==> src/rtl/set_assoc_cache_if.sv <==
// set_assoc_cache_if
//  Groups the CPU request/response handshake and the word-wide memory beat bus
//  of the set-associative cache.
//  Modports:
//   slave  - cache view: takes requests and drives memory beats.
//   master - CPU/memory view: issues requests and acknowledges beats.
//  Signals:
//   req_valid/req_write/req_funct/req_addr/req_wdata  CPU request (to cache)
//   req_ready                                         cache idle (from cache)
//   resp_valid/resp_hit/resp_rdata                    completion pulse and load data
//   mem_req/mem_write/mem_addr/mem_wdata              memory beat request (from cache)
//   mem_rdata/mem_done                                fill data and beat acknowledge
interface set_assoc_cache_if #(
  parameter int ADDR_W = 10
);
  logic              req_valid;
  logic              req_write;
  logic [2:0]        req_funct;
  logic [ADDR_W-1:0] req_addr;
  logic [31:0]       req_wdata;
  logic              req_ready;
  logic              resp_valid;
  logic              resp_hit;
  logic [31:0]       resp_rdata;
  logic              mem_req;
  logic              mem_write;
  logic [ADDR_W-1:0] mem_addr;
  logic [31:0]       mem_wdata;
  logic [31:0]       mem_rdata;
  logic              mem_done;

  modport slave (
    input  req_valid, req_write, req_funct, req_addr, req_wdata,
    output req_ready, resp_valid, resp_hit, resp_rdata,
    output mem_req, mem_write, mem_addr, mem_wdata,
    input  mem_rdata, mem_done
  );

  modport master (
    output req_valid, req_write, req_funct, req_addr, req_wdata,
    input  req_ready, resp_valid, resp_hit, resp_rdata,
    input  mem_req, mem_write, mem_addr, mem_wdata,
    output mem_rdata, mem_done
  );
endinterface

==> src/rtl/set_assoc_cache.sv <==
// set_assoc_cache
//  2-way set-associative, write-back / write-allocate data cache between the CPU
//  load/store port and word-wide main memory. Supports lw/sw, lb/sb and lbu.
//  Ports:
//   clk    - clock, all state changes on the rising edge
//   rst_n  - asynchronous active-low reset
//   bus    - set_assoc_cache_if.slave: CPU request/response and memory beat bus
module set_assoc_cache #(
  parameter int ADDR_W = 10,
  parameter int SETS   = 2,
  parameter int WORDS  = 4
) (
  input logic              clk,
  input logic              rst_n,
  set_assoc_cache_if.slave bus
);
  localparam int OFF_W  = $clog2(WORDS) + 2;
  localparam int IDX_W  = $clog2(SETS);
  localparam int TAG_W  = ADDR_W - IDX_W - OFF_W;
  localparam int BEAT_W = $clog2(WORDS);

  typedef enum logic [2:0] {S_IDLE, S_LOOKUP, S_WB, S_FILL, S_RESP} state_t;

  state_t              state_q;
  logic [ADDR_W-1:0]   addr_q;
  logic [2:0]          funct_q;
  logic [31:0]         wdata_q;
  logic                write_q;
  logic                victim_q;
  logic [BEAT_W-1:0]   beat_q;
  logic                req_ready_q, resp_valid_q, resp_hit_q;
  logic [31:0]         resp_rdata_q;
  logic                mem_req_q, mem_write_q;
  logic [ADDR_W-1:0]   mem_addr_q;
  logic [31:0]         mem_wdata_q;
  logic [SETS-1:0][1:0] valid_q, dirty_q;
  logic [SETS-1:0]     lru_q;           // way to evict next in each set

  logic [TAG_W-1:0]    tag_mem  [SETS][2];
  logic [31:0]         data_mem [SETS][2][WORDS];

  // Load formatting: lb sign-extends, lbu zero-extends, everything else is a word.
  function automatic logic [31:0] load_fmt(input logic [31:0] w, input logic [2:0] f,
                                           input logic [1:0] b);
    logic [7:0] by;
    by = w[{b, 3'b000} +: 8];
    case (f)
      3'b000:  return {{24{by[7]}}, by};
      3'b100:  return {24'd0, by};
      default: return w;
    endcase
  endfunction

  // Store merge: byte stores replace only the addressed byte.
  function automatic logic [31:0] store_merge(input logic [31:0] old_w, input logic [31:0] wd,
                                              input logic [2:0] f, input logic [1:0] b);
    logic [31:0] res;
    res = wd;
    if (f == 3'b000 || f == 3'b100) begin
      res = old_w;
      res[{b, 3'b000} +: 8] = wd[7:0];
    end
    return res;
  endfunction

  logic [TAG_W-1:0]  req_tag, victim_tag, beat_tag;
  logic [IDX_W-1:0]  req_set;
  logic [BEAT_W-1:0] req_word;
  logic              hit0, hit1, hit, hit_way, lru_way, last_beat;
  logic [31:0]       lookup_word, resp_word, beat_wdata;
  logic [ADDR_W-1:0] beat_addr;

  assign req_tag     = addr_q[ADDR_W-1 -: TAG_W];
  assign req_set     = addr_q[OFF_W +: IDX_W];
  assign req_word    = addr_q[OFF_W-1:2];
  assign hit0        = valid_q[req_set][0] && (tag_mem[req_set][0] == req_tag);
  assign hit1        = valid_q[req_set][1] && (tag_mem[req_set][1] == req_tag);
  assign hit         = hit0 || hit1;
  assign hit_way     = !hit0;           // way 0 wins if both match
  assign lru_way     = lru_q[req_set];
  assign lookup_word = data_mem[req_set][hit_way][req_word];
  assign resp_word   = data_mem[req_set][victim_q][req_word];
  assign victim_tag  = tag_mem[req_set][victim_q];
  assign beat_tag    = (state_q == S_WB) ? victim_tag : req_tag;
  assign beat_addr   = {beat_tag, req_set, beat_q, 2'b00};
  assign beat_wdata  = data_mem[req_set][victim_q][beat_q];
  assign last_beat   = (beat_q == BEAT_W'(WORDS - 1));

  // Single data-array write port; the three writers live in disjoint states.
  logic              dwe, dway;
  logic [BEAT_W-1:0] dword;
  logic [31:0]       dval;

  always_comb begin
    dwe   = 1'b0;
    dway  = victim_q;
    dword = beat_q;
    dval  = bus.mem_rdata;
    case (state_q)
      S_LOOKUP: if (hit && write_q) begin
        dwe   = 1'b1;
        dway  = hit_way;
        dword = req_word;
        dval  = store_merge(lookup_word, wdata_q, funct_q, addr_q[1:0]);
      end
      S_FILL:   dwe = mem_req_q && bus.mem_done;
      S_RESP:   if (write_q) begin
        dwe   = 1'b1;
        dword = req_word;
        dval  = store_merge(resp_word, wdata_q, funct_q, addr_q[1:0]);
      end
      default: ;
    endcase
  end

  always_ff @(posedge clk) begin
    if (dwe) data_mem[req_set][dway][dword] <= dval;
    if (state_q == S_RESP) tag_mem[req_set][victim_q] <= req_tag;
  end

  always_ff @(posedge clk or negedge rst_n) begin
    if (!rst_n) begin
      state_q      <= S_IDLE;
      addr_q       <= '0;
      funct_q      <= '0;
      wdata_q      <= '0;
      write_q      <= 1'b0;
      victim_q     <= 1'b0;
      beat_q       <= '0;
      req_ready_q  <= 1'b1;
      resp_valid_q <= 1'b0;
      resp_hit_q   <= 1'b0;
      resp_rdata_q <= '0;
      mem_req_q    <= 1'b0;
      mem_write_q  <= 1'b0;
      mem_addr_q   <= '0;
      mem_wdata_q  <= '0;
      valid_q      <= '0;
      dirty_q      <= '0;
      lru_q        <= '0;
    end else begin
      resp_valid_q <= 1'b0;
      case (state_q)
        S_IDLE: if (bus.req_valid) begin
          addr_q      <= bus.req_addr;
          funct_q     <= bus.req_funct;
          wdata_q     <= bus.req_wdata;
          write_q     <= bus.req_write;
          req_ready_q <= 1'b0;
          state_q     <= S_LOOKUP;
        end
        S_LOOKUP: if (hit) begin
          resp_valid_q <= 1'b1;
          resp_hit_q   <= 1'b1;
          resp_rdata_q <= write_q ? 32'd0 : load_fmt(lookup_word, funct_q, addr_q[1:0]);
          if (write_q) dirty_q[req_set][hit_way] <= 1'b1;
          lru_q[req_set] <= !hit_way;
          req_ready_q  <= 1'b1;
          state_q      <= S_IDLE;
        end else begin
          victim_q <= lru_way;
          beat_q   <= '0;
          state_q  <= (valid_q[req_set][lru_way] && dirty_q[req_set][lru_way]) ? S_WB : S_FILL;
        end
        S_WB, S_FILL: begin
          // A beat is issued only from mem_req=0, which guarantees the idle
          // cycle between beats and keeps addr/wdata frozen while mem_req=1.
          if (!mem_req_q) begin
            mem_req_q   <= 1'b1;
            mem_write_q <= (state_q == S_WB);
            mem_addr_q  <= beat_addr;
            mem_wdata_q <= (state_q == S_WB) ? beat_wdata : 32'd0;
          end else if (bus.mem_done) begin
            mem_req_q   <= 1'b0;
            mem_write_q <= 1'b0;
            beat_q      <= beat_q + 1'b1;
            if (last_beat) state_q <= (state_q == S_WB) ? S_FILL : S_RESP;
          end
        end
        S_RESP: begin
          valid_q[req_set][victim_q] <= 1'b1;
          dirty_q[req_set][victim_q] <= write_q;
          lru_q[req_set]             <= !victim_q;
          resp_valid_q <= 1'b1;
          resp_hit_q   <= 1'b0;
          resp_rdata_q <= write_q ? 32'd0 : load_fmt(resp_word, funct_q, addr_q[1:0]);
          req_ready_q  <= 1'b1;
          state_q      <= S_IDLE;
        end
        default: state_q <= S_IDLE;
      endcase
    end
  end

  assign bus.req_ready  = req_ready_q;
  assign bus.resp_valid = resp_valid_q;
  assign bus.resp_hit   = resp_hit_q;
  assign bus.resp_rdata = resp_rdata_q;
  assign bus.mem_req    = mem_req_q;
  assign bus.mem_write  = mem_write_q;
  assign bus.mem_addr   = mem_addr_q;
  assign bus.mem_wdata  = mem_wdata_q;
endmodule

==> src/flat_wrapper.sv <==
// flat-port wrapper written by rule: the top's interface ports become plain ports
module set_assoc_cache_flat 
#(
  parameter int ADDR_W = 10,
  parameter int SETS   = 2,
  parameter int WORDS  = 4
)
  (clk, rst_n, bus_req_valid, bus_req_write, bus_req_funct, bus_req_addr, bus_req_wdata, bus_req_ready, bus_resp_valid, bus_resp_hit, bus_resp_rdata, bus_mem_req, bus_mem_write, bus_mem_addr, bus_mem_wdata, bus_mem_rdata, bus_mem_done);
  set_assoc_cache_if #(.ADDR_W(ADDR_W)) bus_i ();
  input logic clk;
  input logic rst_n;
  input wire logic [$bits(bus_i.req_valid)-1:0] bus_req_valid;
  input wire logic [$bits(bus_i.req_write)-1:0] bus_req_write;
  input wire logic [$bits(bus_i.req_funct)-1:0] bus_req_funct;
  input wire logic [$bits(bus_i.req_addr)-1:0] bus_req_addr;
  input wire logic [$bits(bus_i.req_wdata)-1:0] bus_req_wdata;
  output wire logic [$bits(bus_i.req_ready)-1:0] bus_req_ready;
  output wire logic [$bits(bus_i.resp_valid)-1:0] bus_resp_valid;
  output wire logic [$bits(bus_i.resp_hit)-1:0] bus_resp_hit;
  output wire logic [$bits(bus_i.resp_rdata)-1:0] bus_resp_rdata;
  output wire logic [$bits(bus_i.mem_req)-1:0] bus_mem_req;
  output wire logic [$bits(bus_i.mem_write)-1:0] bus_mem_write;
  output wire logic [$bits(bus_i.mem_addr)-1:0] bus_mem_addr;
  output wire logic [$bits(bus_i.mem_wdata)-1:0] bus_mem_wdata;
  input wire logic [$bits(bus_i.mem_rdata)-1:0] bus_mem_rdata;
  input wire logic [$bits(bus_i.mem_done)-1:0] bus_mem_done;
  assign bus_i.req_valid = bus_req_valid;
  assign bus_i.req_write = bus_req_write;
  assign bus_i.req_funct = bus_req_funct;
  assign bus_i.req_addr = bus_req_addr;
  assign bus_i.req_wdata = bus_req_wdata;
  assign bus_req_ready = bus_i.req_ready;
  assign bus_resp_valid = bus_i.resp_valid;
  assign bus_resp_hit = bus_i.resp_hit;
  assign bus_resp_rdata = bus_i.resp_rdata;
  assign bus_mem_req = bus_i.mem_req;
  assign bus_mem_write = bus_i.mem_write;
  assign bus_mem_addr = bus_i.mem_addr;
  assign bus_mem_wdata = bus_i.mem_wdata;
  assign bus_i.mem_rdata = bus_mem_rdata;
  assign bus_i.mem_done = bus_mem_done;
  set_assoc_cache #(.ADDR_W(ADDR_W), .SETS(SETS), .WORDS(WORDS)) u_core (.clk(clk), .rst_n(rst_n), .bus(bus_i));
endmodule
==> config.mk <==
export PLATFORM = sky130hd
export DESIGN_NAME = set_assoc_cache_flat
export DESIGN_NICKNAME = d
export VERILOG_FILES = /design/src/rtl/set_assoc_cache_if.sv /design/src/rtl/set_assoc_cache.sv /design/src/flat_wrapper.sv
export SDC_FILE = /design/constraint.sdc
export NUM_CORES = 1
export LEC_CHECK = 0
export BUFFER_PORTS_ARGS = -buffer_cell sky130_fd_sc_hd__buf_2
export CAP_MARGIN = 20
export CORE_MARGIN = 2
export CORE_UTILIZATION = 50
export DETAILED_ROUTE_END_ITERATION = 12
export PLACE_DENSITY_LB_ADDON = 0.15
export SETUP_SLACK_MARGIN = 0.15
export SLEW_MARGIN = 20
export SYNTH_ARGS = -nofsm -noshare
export SYNTH_HDL_FRONTEND = slang
export SYNTH_SLANG_ARGS = --single-unit
==> constraint.sdc <==
create_clock -name clk -period 14.18 [get_ports clk]
set_input_delay 2.836 -clock clk [delete_from_list [all_inputs] [get_ports clk]]
set_output_delay 2.836 -clock clk [all_outputs]
set_load 0.01 [all_outputs]
Yosys cells after proc, flatten, opt, wreduce, memory -nomap -nowiden
Memories as Yosys holds them, arrays and structs flattened. Cells that the tools add are included.

Memories: 2. Bits in read-only memories: 0. Flip-flop bits (word level): 139. Word-level logic and storage cells: 201. Input port bits: 82. RAM bits: 532. Latch bits: 0. Output and inout bits: 79.

Memories: u_core.data_mem (words 2, width 256, rd ports 1, clocked after memory_dff 0, wr ports 1, line set_assoc_cache.sv:40) `logic [31:0] data_mem [SETS][2][WORDS];`; u_core.tag_mem (words 2, width 10, rd ports 1, clocked after memory_dff 0, wr ports 1, line set_assoc_cache.sv:39) `logic [TAG_W-1:0] tag_mem [SETS][2];`.

Reduce and logical (&&, ||, !) cells: 30. Div/mod/pow operators: 0. Order comparisons: 16. Muxes and demuxes: 101. Bitwise operators: 10. Multiply operators: 0. Shift-type cells: 4. Equal/unequal tests: 16. Add/sub/neg operators: 2.

Operator list (count): $mux W128 (7); $mux W32 (15); $mux W256 (1); $pmux W32 S2 (4); $bmux W32 S2 (3); $demux W128 S1 (1); $bwmux W32 (2); $demux W32 S2 (1); $shiftx A32 B6 Y8 (2); $shift A8 B7 Y32 const A (1); $shiftx A8 B7 Y32 (1); $mux W5 (5); $mux W2 (12); $mux W1 (23); $mux W3 (6); $pmux W2 S2 (3); $logic_and A1 B1 Y1 (11); $eq A5 B5 Y1 (2); $mux W10 (1); $reduce_and A2 Y1 (5); $ge A3 B3 Y1 const B (3); $not A2 Y3 (3); $pmux W3 S3 (1); $lt A1 B2 Y1 const B (4); 32 further kinds (62).

Depth between registers and ports, before layout
Depth in word-level cells: 16. Gate-level depth with buffers: 15.

Worst setup path before layout
No wires, ideal clock.

Path kind: input to register. Start point: in bus_mem_done. End point: mem u_core.data_mem[0][160] (netlist name) (enable). Stages: 5. Data arrival time: 5.126 ns. Slack: 8.633 ns. Path buffers: 0. Data required time: 13.759 ns. Cells stage by stage: nand2_1 -> or3_1 -> a21bo_2 -> or2_2 -> nor2_1.

Cells in the longest elaborated chain, start to end: 4.

RTL lines: from (decl) (line flat_wrapper.sv:26) `input wire logic [$bits(bus_i.mem_done)-1:0] bus_mem_done;`; $logic_and A1 B1 Y1 (line set_assoc_cache.sv:106) `S_FILL: dwe = mem_req_q && bus.mem_done;`; $pmux W1 S3 (line set_assoc_cache.sv:99) `case (state_q)`; $mux W1 (line set_assoc_cache.sv:117) `if (dwe) data_mem[req_set][dway][dword] <= dval;`; $mux W256 (not written as such) (line set_assoc_cache.sv:117); to (decl) (line set_assoc_cache.sv:40).

No other way between the ends.

Final worst setup path
Start point: reg u_core.addr_q[4]. End point: mem u_core.data_mem[1][140] (netlist name) (enable).

Cells in the longest elaborated chain, start to end: 15. Elaborated cells on any way between the ends: 30. Classes of those cells: order compare: 4; eq/ne: 2; mux: 14; bitwise: 2; reduce/logical: 7; memory: 1.

RTL lines: from (decl) (line set_assoc_cache.sv:25) `logic [ADDR_W-1:0] addr_q;`; from (signal assigned) (line set_assoc_cache.sv:145) `addr_q <= bus.req_addr;`; $mem_v2 Z2 W10 / $mux W2 (equally long branches); $eq A5 B5 Y1, or another cell as far along (line set_assoc_cache.sv:76) `assign hit0 = valid_q[req_set][0] && (tag_mem[req_set][0] == req_tag);`; $logic_and A1 B1 Y1, on equally long branches (line set_assoc_cache.sv:76, set_assoc_cache.sv:77); $logic_or A1 B1 Y1 (line set_assoc_cache.sv:78) `assign hit = hit0 || hit1;`; $logic_and A1 B1 Y1 (line set_assoc_cache.sv:100) `S_LOOKUP: if (hit && write_q) begin`; $mux W2 (line set_assoc_cache.sv:100); $pmux W2 S2 (line set_assoc_cache.sv:99); $not A2 Y3 (not written as such) (line set_assoc_cache.sv:117); $ge A3 B3 Y1 (not written as such) / $lt A3 B1 Y1 (equally long branches) (line set_assoc_cache.sv:117); $logic_and A1 B1 Y1 (not written as such) (line set_assoc_cache.sv:117); $mux W32 (not written as such) (line set_assoc_cache.sv:117); $demux W32 S2 (line set_assoc_cache.sv:117); $mux W128 (not written as such) (line set_assoc_cache.sv:117); $demux W128 S1 (line set_assoc_cache.sv:117); $mux W256 (not written as such) (line set_assoc_cache.sv:117).

Parallel ways exist; a longest one is shown, timed or not. The select of a mux whose other input is x is not followed.

==> key figures <==
Critical path
  – Launch point of the worst reg-to-reg path: u_core.addr_q[4]
  – Nature of the critical path startpoint: register
  – Data required, critical path: 14.45 ns
  – R2R Path End: u_core.data_mem[1][140]
  – Category of the most critical setup path: reg -> reg
  – Register-to-register setup slack: 8.39 ns
  – Depth of the worst register-to-register path: 11
  – Worst-path maximum fanout: 68
  – Setup crit end kind: register
  – Data arrival time of the worst path: 6.06 ns

Synth
  – Mapped Avg Cell Area: 13.6 sq um
  – Post-synth design cell area: 0.0337 sq mm
  – Most instantiated flip-flop cell in the synthesis netlist: sky130_fd_sc_hd__edfxtp_1
  – Sequential cell area fraction in the yosys report: 0.577
  – Number of enable-type register cells in the synthesized netlist: 532
  – Post-synthesis async set-or-reset flop share: 0.207
  – Synthesized instance count: 2479
  – Number of synthesized register bits: 671
  – Post-synthesis cell type count: 70
  – Synth warnings: 0

Clocking
  – Number of clock sinks: 671
  – Total clock buffers created by CTS: 72
  – TritonCTS clock tree: built
  – Total of cells resized after clock tree synthesis: 0
  – Clock tree root driver cell: sky130_fd_sc_hd__clkbuf_16
  – Number of levels the H-tree was split into: 3
  – Buffers from clock root to sink, at most: 3
  – Count of hold-fix buffers inserted at cts: 0
  – Clk slew on worst S/H paths: 0.06 ns
  – Clock insertion delay at the later pin of the skew report: 0.63 ns
  – Number of setup buffers added after CTS: 0

Cells and area
  – Area grow syn2layout: 13.0%
  – Final #Nets: 2668
  – Post-layout instance count excluding filler cells: 3513
  – Fill cell count: 5312
  – Share of cells above drive strength 1: 0.250

Power
  – Peak ir drop on the vdd network: 0.0928 mV
  – Static leakage power: 13.2 nW
  – Net Switching: 3.02 mW
  – Int Power: 4.59 mW
  – Switching share of power: 0.396
  – Flop pwr share: 0.331
  – Share of total power in the clock network: 0.256
  – Share of total power in combinational logic: 0.413
  – Power density cells: 200 mW/mm^2

Route
  – Via count normalized by instance count: 6.92
  – Total vias in the final route: 24300
  – Pre-Repair DR Iteration Count: 5
  – Routed Antenna Nets: 0
  – Detailed-route DRC error count: 0
  – Average detailed-routed wire length per instance: 31.6 um
  – Initial detailed-routing violation count: 3420
  – Detailed-route wire length: 111 mm

Placed design
  – Hpwl dp: 73.0 mm
  – Inst Count DP: 3379
  – Number of buffer cells added on primary ports: 158
  – Dpl ws: 8.45 ns
  – Last weighted congestion value of the routability-driven placer: 0.982

Floorplanning
  – Die ar.: 0.0695 sq mm
  – Total core area: 0.0669 sq mm
  – Count of standard-cell rows: 95
  – IO Count: 161
  – Overall die height: 264 um
  – Initial Utilization: 0.504
  – Die X: 264 um

Global routing
  – Total GRT Usage: 0.318
  – First-pass GRT wire length: 162 mm
  – Vias in the first global route: 23300
  – Maximum number of pins on one net before global-route repair: 105
  – Initial antenna violation count: 4
  – Overflow after GRT: 0

Outcome
  – Result of the run: finished clean

Timing
  – Number of slew-limit violations in the final report: 0
  – Worst-case clock skew: 0.0258 ns
  – Worst hold margin: 0.464 ns
  – Worst path setup slack after routing: 8.39 ns
  – Final setup violating endpoints: 0
  – Slew @ Worst Pin: 1.13 ns
  – Final min period: 5.79 ns
  – Hold violation count in the final report: 0
  – Total negative slack for setup checks: 0 ns
  – Maximum clock rate: 173 MHz
  – Final critical-path share of the clock period: 0.409
  – Headroom to the max-slew limit: 0.244
  – Setup repair after global routing missed its margin: false

Hold path
  – Hold Path Cell Cnt: 1
  – Capture endpoint of the worst hold path: u_core.valid_q[0]
  – Type of the tightest min-delay check: reg -> reg
  – Startpoint of the lowest-slack hold path: u_core.valid_q[0]

Run
  – Number of maximum-capacitance violations: 0
cell type report:
cell class | count | area (sq um) | area share
Antenna cell | 1 | 2.50 | 0.0000657
Clock buffer | 95 | 2010 | 0.0528
Clock inverter | 38 | 439 | 0.0115
Inverter | 15 | 56.3 | 0.00148
Multi-Input combinational cell | 1583 | 13500 | 0.355
Sequential cell | 671 | 19500 | 0.511
Tap cell | 873 | 1090 | 0.0287
Timing Repair Buffer | 237 | 1490 | 0.0392
how the worst max path moves through the flow:
stage / start / endpoint / slack (ns) / depth (start not counted)
finish: u_core.addr_q[4] / u_core.data_mem[1][140] / 8.39 / 11
global route: u_core.addr_q[4] / u_core.data_mem[1][142] / 8.22 / 11
CTS: u_core.addr_q[4] / u_core.bus.resp_rdata[10] / 8.45 / 11
detailed placement: u_core.addr_q[4] / u_core.bus.resp_rdata[10] / 8.45 / 11
global placement: bus_mem_done / u_core.data_mem[0][244] / 8.61 / 6
floorplan: bus_mem_done / u_core.data_mem[0][160] / 8.63 / 5
Yosys cell counts (all sizes together), types with 16 or more instances:
| master | n | area (sq um) |
|---|---|---|
| edfxtp | 532 | 16000 |
| nand2 | 244 | 923 |
| mux4 | 205 | 4620 |
| nand2b | 177 | 1110 |
| o21ai | 158 | 791 |
| a22oi | 141 | 1070 |
| dfrtp | 138 | 3450 |
| clkbuf | 133 | 499 |
| nor2 | 95 | 357 |
| buf | 78 | 403 |
| a211oi | 76 | 571 |
| a31oi | 58 | 363 |
| mux2 | 47 | 529 |
| a21oi | 44 | 220 |
| and3b | 44 | 385 |
| a22o | 43 | 377 |
| o2111ai | 24 | 210 |
| a221oi | 19 | 173 |
| mux2i | 19 | 194 |
| and4 | 16 | 140 |
| nand3 | 16 | 80.1 |
stage by stage:
stage          cell area (sq um)  power (mW)  utilization
5_1_grt                    38100        7.87        0.569
4_1_cts                    38100        7.55        0.569
2_1_floorplan              33700        4.44            -
6_report                   38100        7.61        0.569
3_3_place_gp               35500        5.57        0.530
3_5_place_dp               35600        5.60        0.532
kinds of logic (layout without fill, tap and decap cells):
group	count (synthesis)	in the layout	share of synthesized area
AO/OA/AOI/OAI	626	626	0.128
XOR/XNOR	11	11	0.00286
adder cells (fa/ha/maj)	6	6	0.00223
buffers and inverters	226	385	0.0284
flip-flops	671	671	0.577
multiplexers	271	271	0.158
other	1	3	0.000111
AND/OR/NAND/NOR	667	667	0.103
layer usage:
layer,vias to the layer above,GRT usage,wire length (um)
li1,10100,-,-
met1,12400,0.463,45100
met2,1593,0.471,49400
met3,279,0.0650,11600
met4,0,0.133,5010
met5,-,0,0
worst max-delay path: stages, from the launching register on:
cell                        delay [ns]
sky130_fd_sc_hd__dfrtp_4          0.92
sky130_fd_sc_hd__mux2i_2          0.32
sky130_fd_sc_hd__xnor2_1          0.14
sky130_fd_sc_hd__or4_2            1.09
sky130_fd_sc_hd__nor2_1           0.40
sky130_fd_sc_hd__o2111ai_1        0.16
sky130_fd_sc_hd__buf_4            0.24
sky130_fd_sc_hd__mux2i_1          0.34
sky130_fd_sc_hd__a21bo_2          0.27
sky130_fd_sc_hd__nand2b_1         0.31
sky130_fd_sc_hd__nor2_4           0.68
sky130_fd_sc_hd__buf_4            0.47
placed cells by master (no fill, tap or decap), types with 16 or more instances in the layout:
cell type / count
sky130_fd_sc_hd__nand2_1: 243
sky130_fd_sc_hd__mux2i_1: 18
sky130_fd_sc_hd__a22o_1: 43
sky130_fd_sc_hd__mux2_2: 47
sky130_fd_sc_hd__nor2_4: 20
sky130_fd_sc_hd__buf_4: 73
sky130_fd_sc_hd__and3b_1: 44
sky130_fd_sc_hd__dfrtp_1: 133
sky130_fd_sc_hd__o2111ai_1: 24
sky130_fd_sc_hd__clkbuf_16: 74
sky130_fd_sc_hd__edfxtp_1: 532
sky130_fd_sc_hd__and4_1: 16
sky130_fd_sc_hd__a221oi_1: 18
sky130_fd_sc_hd__mux4_2: 204
sky130_fd_sc_hd__nand2b_1: 177
sky130_fd_sc_hd__a22oi_1: 139
sky130_fd_sc_hd__a31oi_1: 58
sky130_fd_sc_hd__o21ai_0: 155
sky130_fd_sc_hd__a21oi_1: 43
sky130_fd_sc_hd__buf_2: 157
sky130_fd_sc_hd__nand3_1: 16
sky130_fd_sc_hd__nor2_1: 73
sky130_fd_sc_hd__a211oi_1: 76
state kept, by name, summed over array words and instances (netlist names), 2 cells and up:
name                   count
u_core.wdata_q            32
u_core.bus.resp_rdata     32
u_core.tag_mem            20
u_core.valid_q             4
u_core.addr_q             10
u_core.funct_q             3
u_core.state_q             3
u_core.dirty_q             4
u_core.lru_q               2
u_core.beat_q              2
u_core.bus.mem_addr        8
u_core.data_mem          512
u_core.bus.mem_wdata      32
power groups by stage:
stage	registers [mW]	clock network (mW)	logic, mW
2_1_floorplan	2.46	0	1.98
3_3_place_gp	2.55	0	3.03
3_5_place_dp	2.55	0	3.05
4_1_cts	2.51	1.97	3.06
5_1_grt	2.54	2.05	3.28
6_report	2.52	1.95	3.14
(Power assumes the default switching activity.)
